==> src/rtl/vector_sequencer.sv <==
// vector_sequencer: walks a vector list in synchronous memory and issues
// one-cycle MOVE (pos) / DRAW (draw) requests to the line rasteriser,
// waiting for draw_done between commands and tracking the beam position.
// Optional watchdog on draw_done: define VECSEQ_WATCHDOG_EN.
module vector_sequencer #(
  parameter int OUT_WIDTH  = 8,
  parameter int ADDR_WIDTH = 10,
  parameter int TIMEOUT    = 1024
) (
  input  logic                   clk,
  input  logic                   rst,
  input  logic                   start,
  output logic [ADDR_WIDTH-1:0]  mem_addr,
  input  logic [2*OUT_WIDTH+1:0] mem_data,
  output logic [OUT_WIDTH-1:0]   x_start,
  output logic [OUT_WIDTH-1:0]   y_start,
  output logic [OUT_WIDTH-1:0]   x_end,
  output logic [OUT_WIDTH-1:0]   y_end,
  output logic                   pos,
  output logic                   draw,
  input  logic                   draw_done,
  output logic                   busy,
  output logic                   frame_done,
  output logic [ADDR_WIDTH-1:0]  vec_count,
  output logic                   error
);

  localparam logic [1:0] CMD_END  = 2'b00;
  localparam logic [1:0] CMD_MOVE = 2'b01;
  localparam logic [1:0] CMD_DRAW = 2'b10;

  typedef enum logic [1:0] {S_IDLE, S_FETCH, S_LOAD, S_WAIT} state_t;

  state_t state, state_nxt;

  logic [1:0]           cmd;
  logic [OUT_WIDTH-1:0] ent_x, ent_y;
  logic                 addr_last;
  logic                 wd_expire;

  assign cmd       = mem_data[2*OUT_WIDTH+1 -: 2];
  assign ent_x     = mem_data[2*OUT_WIDTH-1 -: OUT_WIDTH];
  assign ent_y     = mem_data[OUT_WIDTH-1:0];
  // The last address terminates the frame instead of wrapping to 0.
  assign addr_last = &mem_addr;

`ifdef VECSEQ_WATCHDOG_EN
  localparam int              WD_W    = $clog2(TIMEOUT + 1);
  localparam logic [WD_W-1:0] WD_LAST = WD_W'(TIMEOUT - 1);

  logic [WD_W-1:0] wd_cnt;

  // Cycles spent in WAIT_DONE; zero on entry since it idles at 0 elsewhere.
  always_ff @(posedge clk or negedge rst) begin
    if (!rst)                wd_cnt <= '0;
    else if (state != S_WAIT) wd_cnt <= '0;
    else                     wd_cnt <= wd_cnt + 1'b1;
  end

  // Fires on the TIMEOUT-th WAIT_DONE cycle; draw_done wins a tie in the FSM.
  assign wd_expire = (state == S_WAIT) && (wd_cnt == WD_LAST);
`else
  localparam int unused_timeout = TIMEOUT;
  assign wd_expire = 1'b0;
  assign error     = 1'b0;
`endif

  // State register.
  always_ff @(posedge clk or negedge rst) begin
    if (!rst) state <= S_IDLE;
    else      state <= state_nxt;
  end

  // Next-state decode.
  always_comb begin
    state_nxt = state;
    case (state)
      S_IDLE:  if (start) state_nxt = S_FETCH;
      S_FETCH: state_nxt = S_LOAD;
      S_LOAD: begin
        case (cmd)
          CMD_END:  state_nxt = S_IDLE;
          CMD_MOVE,
          CMD_DRAW: state_nxt = S_WAIT;
          default:  state_nxt = addr_last ? S_IDLE : S_FETCH;
        endcase
      end
      S_WAIT: begin
        if (draw_done)      state_nxt = addr_last ? S_IDLE : S_FETCH;
        else if (wd_expire) state_nxt = S_IDLE;
      end
      default: state_nxt = S_IDLE;
    endcase
  end

  // Outputs derived purely from state.
  always_comb begin
    busy = (state != S_IDLE);
  end

  // Registered datapath: address walk, coordinates, request/frame pulses.
  always_ff @(posedge clk or negedge rst) begin
    if (!rst) begin
      mem_addr   <= '0;
      x_start    <= '0;
      y_start    <= '0;
      x_end      <= '0;
      y_end      <= '0;
      pos        <= 1'b0;
      draw       <= 1'b0;
      frame_done <= 1'b0;
      vec_count  <= '0;
`ifdef VECSEQ_WATCHDOG_EN
      error      <= 1'b0;
`endif
    end else begin
      pos        <= 1'b0;
      draw       <= 1'b0;
      frame_done <= 1'b0;
      case (state)
        S_IDLE: begin
          mem_addr <= '0;
          if (start) begin
            vec_count <= '0;
`ifdef VECSEQ_WATCHDOG_EN
            error     <= 1'b0;
`endif
          end
        end
        S_LOAD: begin
          case (cmd)
            CMD_END: begin
              frame_done <= 1'b1;
              mem_addr   <= '0;
            end
            CMD_MOVE: begin
              x_end <= ent_x;
              y_end <= ent_y;
              pos   <= 1'b1;
            end
            CMD_DRAW: begin
              x_end <= ent_x;
              y_end <= ent_y;
              draw  <= 1'b1;
            end
            default: begin
              if (addr_last) begin
                frame_done <= 1'b1;
                mem_addr   <= '0;
              end else begin
                mem_addr   <= mem_addr + 1'b1;
              end
            end
          endcase
        end
        S_WAIT: begin
          if (draw_done) begin
            x_start <= x_end;
            y_start <= y_end;
            if (~&vec_count) vec_count <= vec_count + 1'b1;
            if (addr_last) begin
              frame_done <= 1'b1;
              mem_addr   <= '0;
            end else begin
              mem_addr   <= mem_addr + 1'b1;
            end
          end else if (wd_expire) begin
            // Abort: no frame_done, rewind for the next start.
            mem_addr <= '0;
`ifdef VECSEQ_WATCHDOG_EN
            error    <= 1'b1;
`endif
          end
        end
        default: ;
      endcase
    end
  end

endmodule

==> config.mk <==
export PLATFORM = sky130hd
export DESIGN_NAME = vector_sequencer
export DESIGN_NICKNAME = d
export VERILOG_FILES = /design/src/rtl/vector_sequencer.sv
export SDC_FILE = /design/constraint.sdc
export NUM_CORES = 1
export LEC_CHECK = 0
export CORE_MARGIN = 3
export CORE_UTILIZATION = 47
export CTS_CLUSTER_DIAMETER = 120
export DETAILED_ROUTE_END_ITERATION = 10
export PLACE_DENSITY = 0.8
export SLEW_MARGIN = 20
export SYNTH_ARGS = -nofsm -noshare
export SYNTH_HDL_FRONTEND = slang
export SYNTH_SLANG_ARGS = --single-unit
==> constraint.sdc <==
create_clock -name clk -period 2.11 [get_ports clk]
set_input_delay 0.211 -clock clk [delete_from_list [all_inputs] [get_ports clk]]
set_output_delay 0.211 -clock clk [all_outputs]
set_load 0.02 [all_outputs]
==> results of run 1 <==
==> flip-flops by register name (all words and copies together) (netlist names) <==
signal and flops:
y_start 8, state 2, vec_count 10, y_end 8
pos 1, frame_done 1, x_start 8, draw 1
mem_addr 10, x_end 8
==> kinds of logic after synthesis <==
kind of cell             share of synthesized area (%)
other                                            0.144
XOR/XNOR                                          1.68
AND/OR/NAND/NOR                                   18.4
flip-flops                                        54.7
AO/OA/AOI/OAI                                     10.5
buffers and inverters                             4.46
multiplexers                                      7.29
adder cells (fa/ha/maj)                           2.88
==> worst register-to-register path, delay by kind of cell (launching register included) <==
family	cells	cell delay [ns]
AO/OA/AOI/OAI	2	0.34
AND/OR/NAND/NOR	2	0.89
flip-flops	1	0.56
==> metal layers <==
metal / up-vias / GRT usage [%] / part of all wire, %
li1: 1046 / - / -
met1: 1030 / 26.4 / 43
met2: 69 / 32.6 / 50
met3: 10 / 4.04 / 5.5
met4: 0 / 12.0 / 1.6
met5: - / 0 / 0
==> cell type report <==
cell class              instances  area share (%)
repair buffers                 90            23.9
inverters                      13            1.31
clock inverters                 4            1.34
clock buffers                  12            4.42
well taps                      70            2.35
multi-input cells             170            28.5
flip-flops and latches         57            38.2
==> final timing paths <==
kind                                        start                  endpoint
min in group clk           x_start[6]$_DFFE_PN0P_    x_start[6]$_DFFE_PN0P_
min reg2reg                x_start[6]$_DFFE_PN0P_    x_start[6]$_DFFE_PN0P_
max reg2reg                  state[0]$_DFFE_PN0P_  vec_count[7]$_DFFE_PN0P_
max                          state[0]$_DFFE_PN0P_                      busy
min                                           rst    y_start[7]$_DFFE_PN0P_
max in group asynchronous                     rst   mem_addr[6]$_DFFE_PN0P_
==> metrics by stage <==
stage	setup slack [ns]	std cells
after CTS	0.190	416
final	0.210	416
after global routing	0.0884	416
after detailed placement	-0.0279	399
after global placement	0.0687	399
after floorplan	0.431	251
==> Yosys cell counts <==
master,n
buf_1,1
o311ai_0,1
or2_1,1
or4_1,3
nor2_4,1
a21boi_2,1
and2_1,5
nand4_1,5
buf_2,3
a31o_2,1
a221o_1,2
nand2_1,60
dfrtp_1,57
buf_6,1
mux2i_1,1
and2b_1,1
conb_1,1
o221ai_1,1
mux2_2,16
nor2_1,7
xor2_1,5
o2111ai_1,3
or3_1,1
nor3_1,3
nand2_2,1
nand3_1,9
buf_4,4
o31ai_4,1
clkbuf_1,2
o211ai_1,2
and4_1,1
a21oi_1,10
o21ai_0,6
a21oi_4,1
and3_1,6
ha_1,6
inv_1,13
o22ai_1,3
o31ai_1,5
==> power by group <==
group          internal, uW  switching, uW  leakage (uW)
combinational          1160           1200      0.000843
sequential             1490            346      0.000724
clock                   639            446      0.000105
total                  3290           2000       0.00167
==> flow_metrics.py, run 1 <==
metrics = {
    "clock_tree": {
        "cts_tree": "done",
        "cts_root_buf": "clkbuf_8",
        "cts_resized": 0,
        "clkTransAtPathRegs_ns": 0.07,
        "cts_buffers": 9,
        "post_cts.repair.setup_buffers": 0,
        "insertion_delay_ns": 0.34,
        "holdBufCountCts": 1,
        "clock_path_buffers": 2,
        "htree_levels": 3,
        "cts_sinks": 57,
    },
    "synthesis": {
        "synth.largest_area_cell": "dfrtp_1",
        "synth_top_area_share_pct": 54.7,
        "yosys_register_bits": 57,
        "synth_area_um2": 2610,
        "synth_area_per_cell_um2": 10.4,
        "ys.warnings.count": 0,
        "synth_cell_type_count": 39,
        "seq_area_frac_synth_pct": 54.7,
        "synth.area.top_cells": "dfrtp_1 (55%), nand2_1 (8.6%), mux2_2 (6.9%)",
        "synth_cells": 251,
        "synth_nets": 279,
    },
    "die": {
        "row_count": 26,
        "core_area_um2": 5240,
        "start_util_pct": 49.8,
        "ios": 79,
        "dieArea_um2": 6480,
        "die_w_um": 80.5,
        "fp.dieH_um": 80.5,
    },
    "drt": {
        "dr_total_vias": 2155,
        "ant_nets": 0,
        "viasPerCell": 5.18,
        "drt_iter0_drc": 66,
        "wire_per_inst_um": 14.7,
        "drt-total-wl_um": 6140,
        "firstDrtPassIters": 4,
        "remaining_drc_errors": 0,
    },
    "power_and_ir_drop": {
        "leakagePower_uw": 0.00167,
        "power_uw": 5290,
        "p_per_area_nw_per_um2": 1420,
        "peakVddDrop_uv": 770,
    },
    "critical_path": {
        "cp_data_arrival_time_ns": 1.69,
        "cp-end-kind": "output pin",
        "start_kind": "flip-flop",
        "cpMaxStageDelayCell": "clkdlybuf4s50_1",
        "reg2reg_slack_ns": 0.24,
        "path_class": "flip-flop to output pin",
        "crit_required_ns": 1.90,
        "cp_top_family": "buffers and inverters",
        "slowest_delay_ns": 0.60,
        "cp.depth": 3,
        "reg2regPathDepth": 4,
        "cp.buffers_inverters": 2,
        "path_cells": "nor2_1, inv_1, clkdlybuf4s50_1",
        "cp_max_fo": 11,
    },
    "final_layout": {
        "multiInputGateArea_um2": 1070,
        "fillCellCount": 384,
        "seq_area_um2": 1430,
        "diodes": 0,
        "final_cell_mix": "clkdlybuf4s50_1 (76), nand2_1 (60), dfrtp_1 (57), mux2_2 (16), inv_1 (13)",
        "final_common_cell": "clkdlybuf4s50_1",
        "area_growth_pct": 43.2,
        "stdcell_area_um2": 3730,
        "drive_above_1_share_pct": 14.7,
        "final_core_util_pct": 71.3,
        "num-nets-final": 369,
    },
    "place": {
        "routabilityCongestion": 0.828,
        "dpl-instance-area_um2": 3510,
        "port_buffers": 77,
        "dp_hpwl_um": 4440,
    },
    "global_routing": {
        "grt-ovfl-total": 0,
        "grt_pass1_vias": 2140,
        "grt_pass1_wl_um": 10100,
        "antenna_found_initial": 0,
        "grt_max_degree": 34,
        "track_usage_pct": 20.7,
    },
    "sta": {
        "slew_headroom_pct": 60.0,
        "worst_pin_slew_ns": 0.600,
        "fin_skew_ns": 0.00837,
        "rsz0062_at_grt": "false",
        "period_share_pct": 90.1,
        "hold_violations": 0,
        "post-route-min-period_ns": 1.90,
        "fmax_ghz": 0.526,
        "whs_ns": 0.420,
        "fin_tns_setup_ns": 0,
        "final-max-slew-violation-count": 0,
        "finalSetupViolCount": 0,
    },
    "status": {
        "outcome": "finished clean",
    },
    "worst_hold_path": {
        "min_path_type": "primary input to asynchronous set/reset pin",
    },
    "run": {
        "drv_cap": 0,
    },
}
(Power assumes the default switching activity.)
==> run 2: changes to the inputs <==
--- a/config.mk
+++ b/config.mk
@@ -9,6 +9,7 @@
 export CORE_UTILIZATION = 47
 export CTS_CLUSTER_DIAMETER = 120
 export DETAILED_ROUTE_END_ITERATION = 10
+export MAX_ROUTING_LAYER = met4
 export PLACE_DENSITY = 0.8
 export SLEW_MARGIN = 20
 export SYNTH_ARGS = -nofsm -noshare
==> run 2 against run 1 <==
  * First-iteration DRC count rose by 3.0%
  * Die area did not move
  * Worst setup slack improved by 0.0016 ns
  * Core utilization did not move
  * Clock power barely moved
  * Final cell count did not move
  * Wire length barely moved
  * Design area did not move
  * Sequential share of layout area did not move
  * Critical path type unchanged
==> flow_metrics.py, run 2 (synthesized netlist as in run 1, its figures left out) <==
metrics = {
    "die": {
        "fp.dieH_um": 80.5,
        "core_area_um2": 5240,
        "ios": 79,
        "start_util_pct": 49.8,
        "die_w_um": 80.5,
        "dieArea_um2": 6480,
        "row_count": 26,
    },
    "final_layout": {
        "final_common_cell": "clkdlybuf4s50_1",
        "fillCellCount": 384,
        "diodes": 0,
        "reg_top3": "mem_addr x10, vec_count x10",
        "multiInputGateArea_um2": 1070,
        "num-nets-final": 369,
        "seq_area_um2": 1430,
        "drive_above_1_share_pct": 14.7,
        "final_cell_mix": "clkdlybuf4s50_1 (76), nand2_1 (60), dfrtp_1 (57), mux2_2 (16), inv_1 (13)",
        "area_growth_pct": 43.2,
    },
    "sta": {
        "rsz0062_at_grt": "false",
        "fin_skew_ns": 0.00813,
        "final-max-slew-violation-count": 0,
        "post-route-min-period_ns": 1.90,
        "fmax_ghz": 0.527,
        "hold_violations": 0,
        "finalSetupViolCount": 0,
        "period_share_pct": 90.0,
        "whs_ns": 0.424,
        "fin_ws_ns": 0.211,
        "slew_headroom_pct": 60.5,
        "worst_pin_slew_ns": 0.593,
    },
    "global_routing": {
        "antenna_found_initial": 0,
        "grt_max_degree": 34,
        "track_usage_pct": 21.3,
        "grt_pass1_wl_um": 10100,
        "grt_pass1_vias": 2137,
        "grt-ovfl-total": 0,
    },
    "power_and_ir_drop": {
        "p_clk_share_pct": 20.4,
        "combPwrFrac_pct": 44.8,
        "leakagePower_uw": 0.00167,
        "pwr-share-seq_pct": 34.8,
        "peakVddDrop_uv": 770,
        "p_per_area_nw_per_um2": 1410,
        "swShare_pct": 37.7,
        "switching_power_uw": 1990,
        "internal-power_uw": 3290,
    },
    "critical_path": {
        "cp_max_fo": 11,
        "start_kind": "flip-flop",
        "crit_required_ns": 1.90,
        "cp_data_arrival_time_ns": 1.69,
        "path_class": "flip-flop to output pin",
        "cp-end-kind": "output pin",
    },
    "drt": {
        "dr_total_vias": 2149,
        "ant_nets": 0,
        "viasPerCell": 5.17,
        "drt-total-wl_um": 6140,
        "firstDrtPassIters": 4,
        "wire_per_inst_um": 14.8,
        "drt_iter0_drc": 68,
        "remaining_drc_errors": 0,
    },
    "clock_tree": {
        "cts_buffers": 9,
        "cts_tree": "done",
        "clkTransAtPathRegs_ns": 0.07,
        "cts_resized": 0,
        "cts_root_buf": "clkbuf_8",
        "htree_levels": 3,
        "clock_path_buffers": 2,
        "insertion_delay_ns": 0.33,
        "cts_sinks": 57,
    },
    "place": {
        "routabilityCongestion": 0.841,
        "dp_hpwl_um": 4440,
        "port_buffers": 77,
        "preCtsSetupSlack_ns": -0.0279,
    },
    "run": {
        "drv_cap": 0,
    },
    "worst_hold_path": {
        "min_path_type": "primary input to asynchronous set/reset pin",
    },
    "status": {
        "outcome": "finished clean",
    },
}
-- run 2: what timing repair did --
item,CTS,global route
endpoints found under the hold margin,24,0
hold buffers,1,0
buffers inserted,0,0
-- run 2: final timing paths --
kind                                         from                       end  slack [ns]  cells after the start
max                          state[0]$_DFFE_PN0P_                      busy        0.21                      3
max reg2reg                  state[0]$_DFFE_PN0P_  vec_count[7]$_DFFE_PN0P_        0.24                      4
min in group clk           x_start[6]$_DFFE_PN0P_    x_start[6]$_DFFE_PN0P_        0.48                      2
min                                           rst    y_start[7]$_DFFE_PN0P_        0.42                      2
max in group asynchronous                     rst   mem_addr[6]$_DFFE_PN0P_        1.11                      3
min reg2reg                x_start[6]$_DFFE_PN0P_    x_start[6]$_DFFE_PN0P_        0.48                      2
-- run 2: stage by stage --
step	total power, uW	TNS (ns)	instance area (um2)	std cells	utilization, %
2_1_floorplan	3080	0	2610	251	-
3_3_place_gp	4160	0	3510	399	67.0
3_5_place_dp	4230	-0.0279	3510	399	67.0
4_1_cts	5320	0	3730	416	71.3
5_1_grt	5600	0	3730	416	71.3
6_report	5280	0	3730	416	71.3
-- run 2: cell type report --
cell class / instances / share of cell area [%]
clock inverter: 4 / 1.34
inverter: 13 / 1.31
clock buffer: 12 / 4.42
multi-input combinational: 170 / 28.5
timing repair buffer: 90 / 23.9
tap: 70 / 2.35
sequential: 57 / 38.2
-- run 2: power by group through the flow --
| stage | Clock [uW] | Sequential, uW | Combinational (uW) |
|---|---|---|---|
| 6_report | 1080 | 1840 | 2370 |
| 3_5_place_dp | 0 | 1860 | 2370 |
| 3_3_place_gp | 0 | 1840 | 2320 |
| 5_1_grt | 1150 | 1910 | 2540 |
| 2_1_floorplan | 0 | 2220 | 853 |
| 4_1_cts | 1100 | 1840 | 2390 |
-- run 2: routing by layer --
layer | wire, um | share of wire, % | track usage (%) | vias to the layer above
met2 | 3090 | 50 | 32.5 | 71
met3 | 285 | 4.6 | 3.48 | 6
met4 | 66 | 1.1 | 12.0 | 0
met5 | 0 | 0 | - | -
li1 | - | - | - | 1048
met1 | 2690 | 44 | 26.9 | 1024
-- run 2: critical path: stages (launching register included) --
cell and delay [ns]:
dfrtp_1 0.57, nor2_1 0.12, inv_1 0.07, clkdlybuf4s50_1 0.60
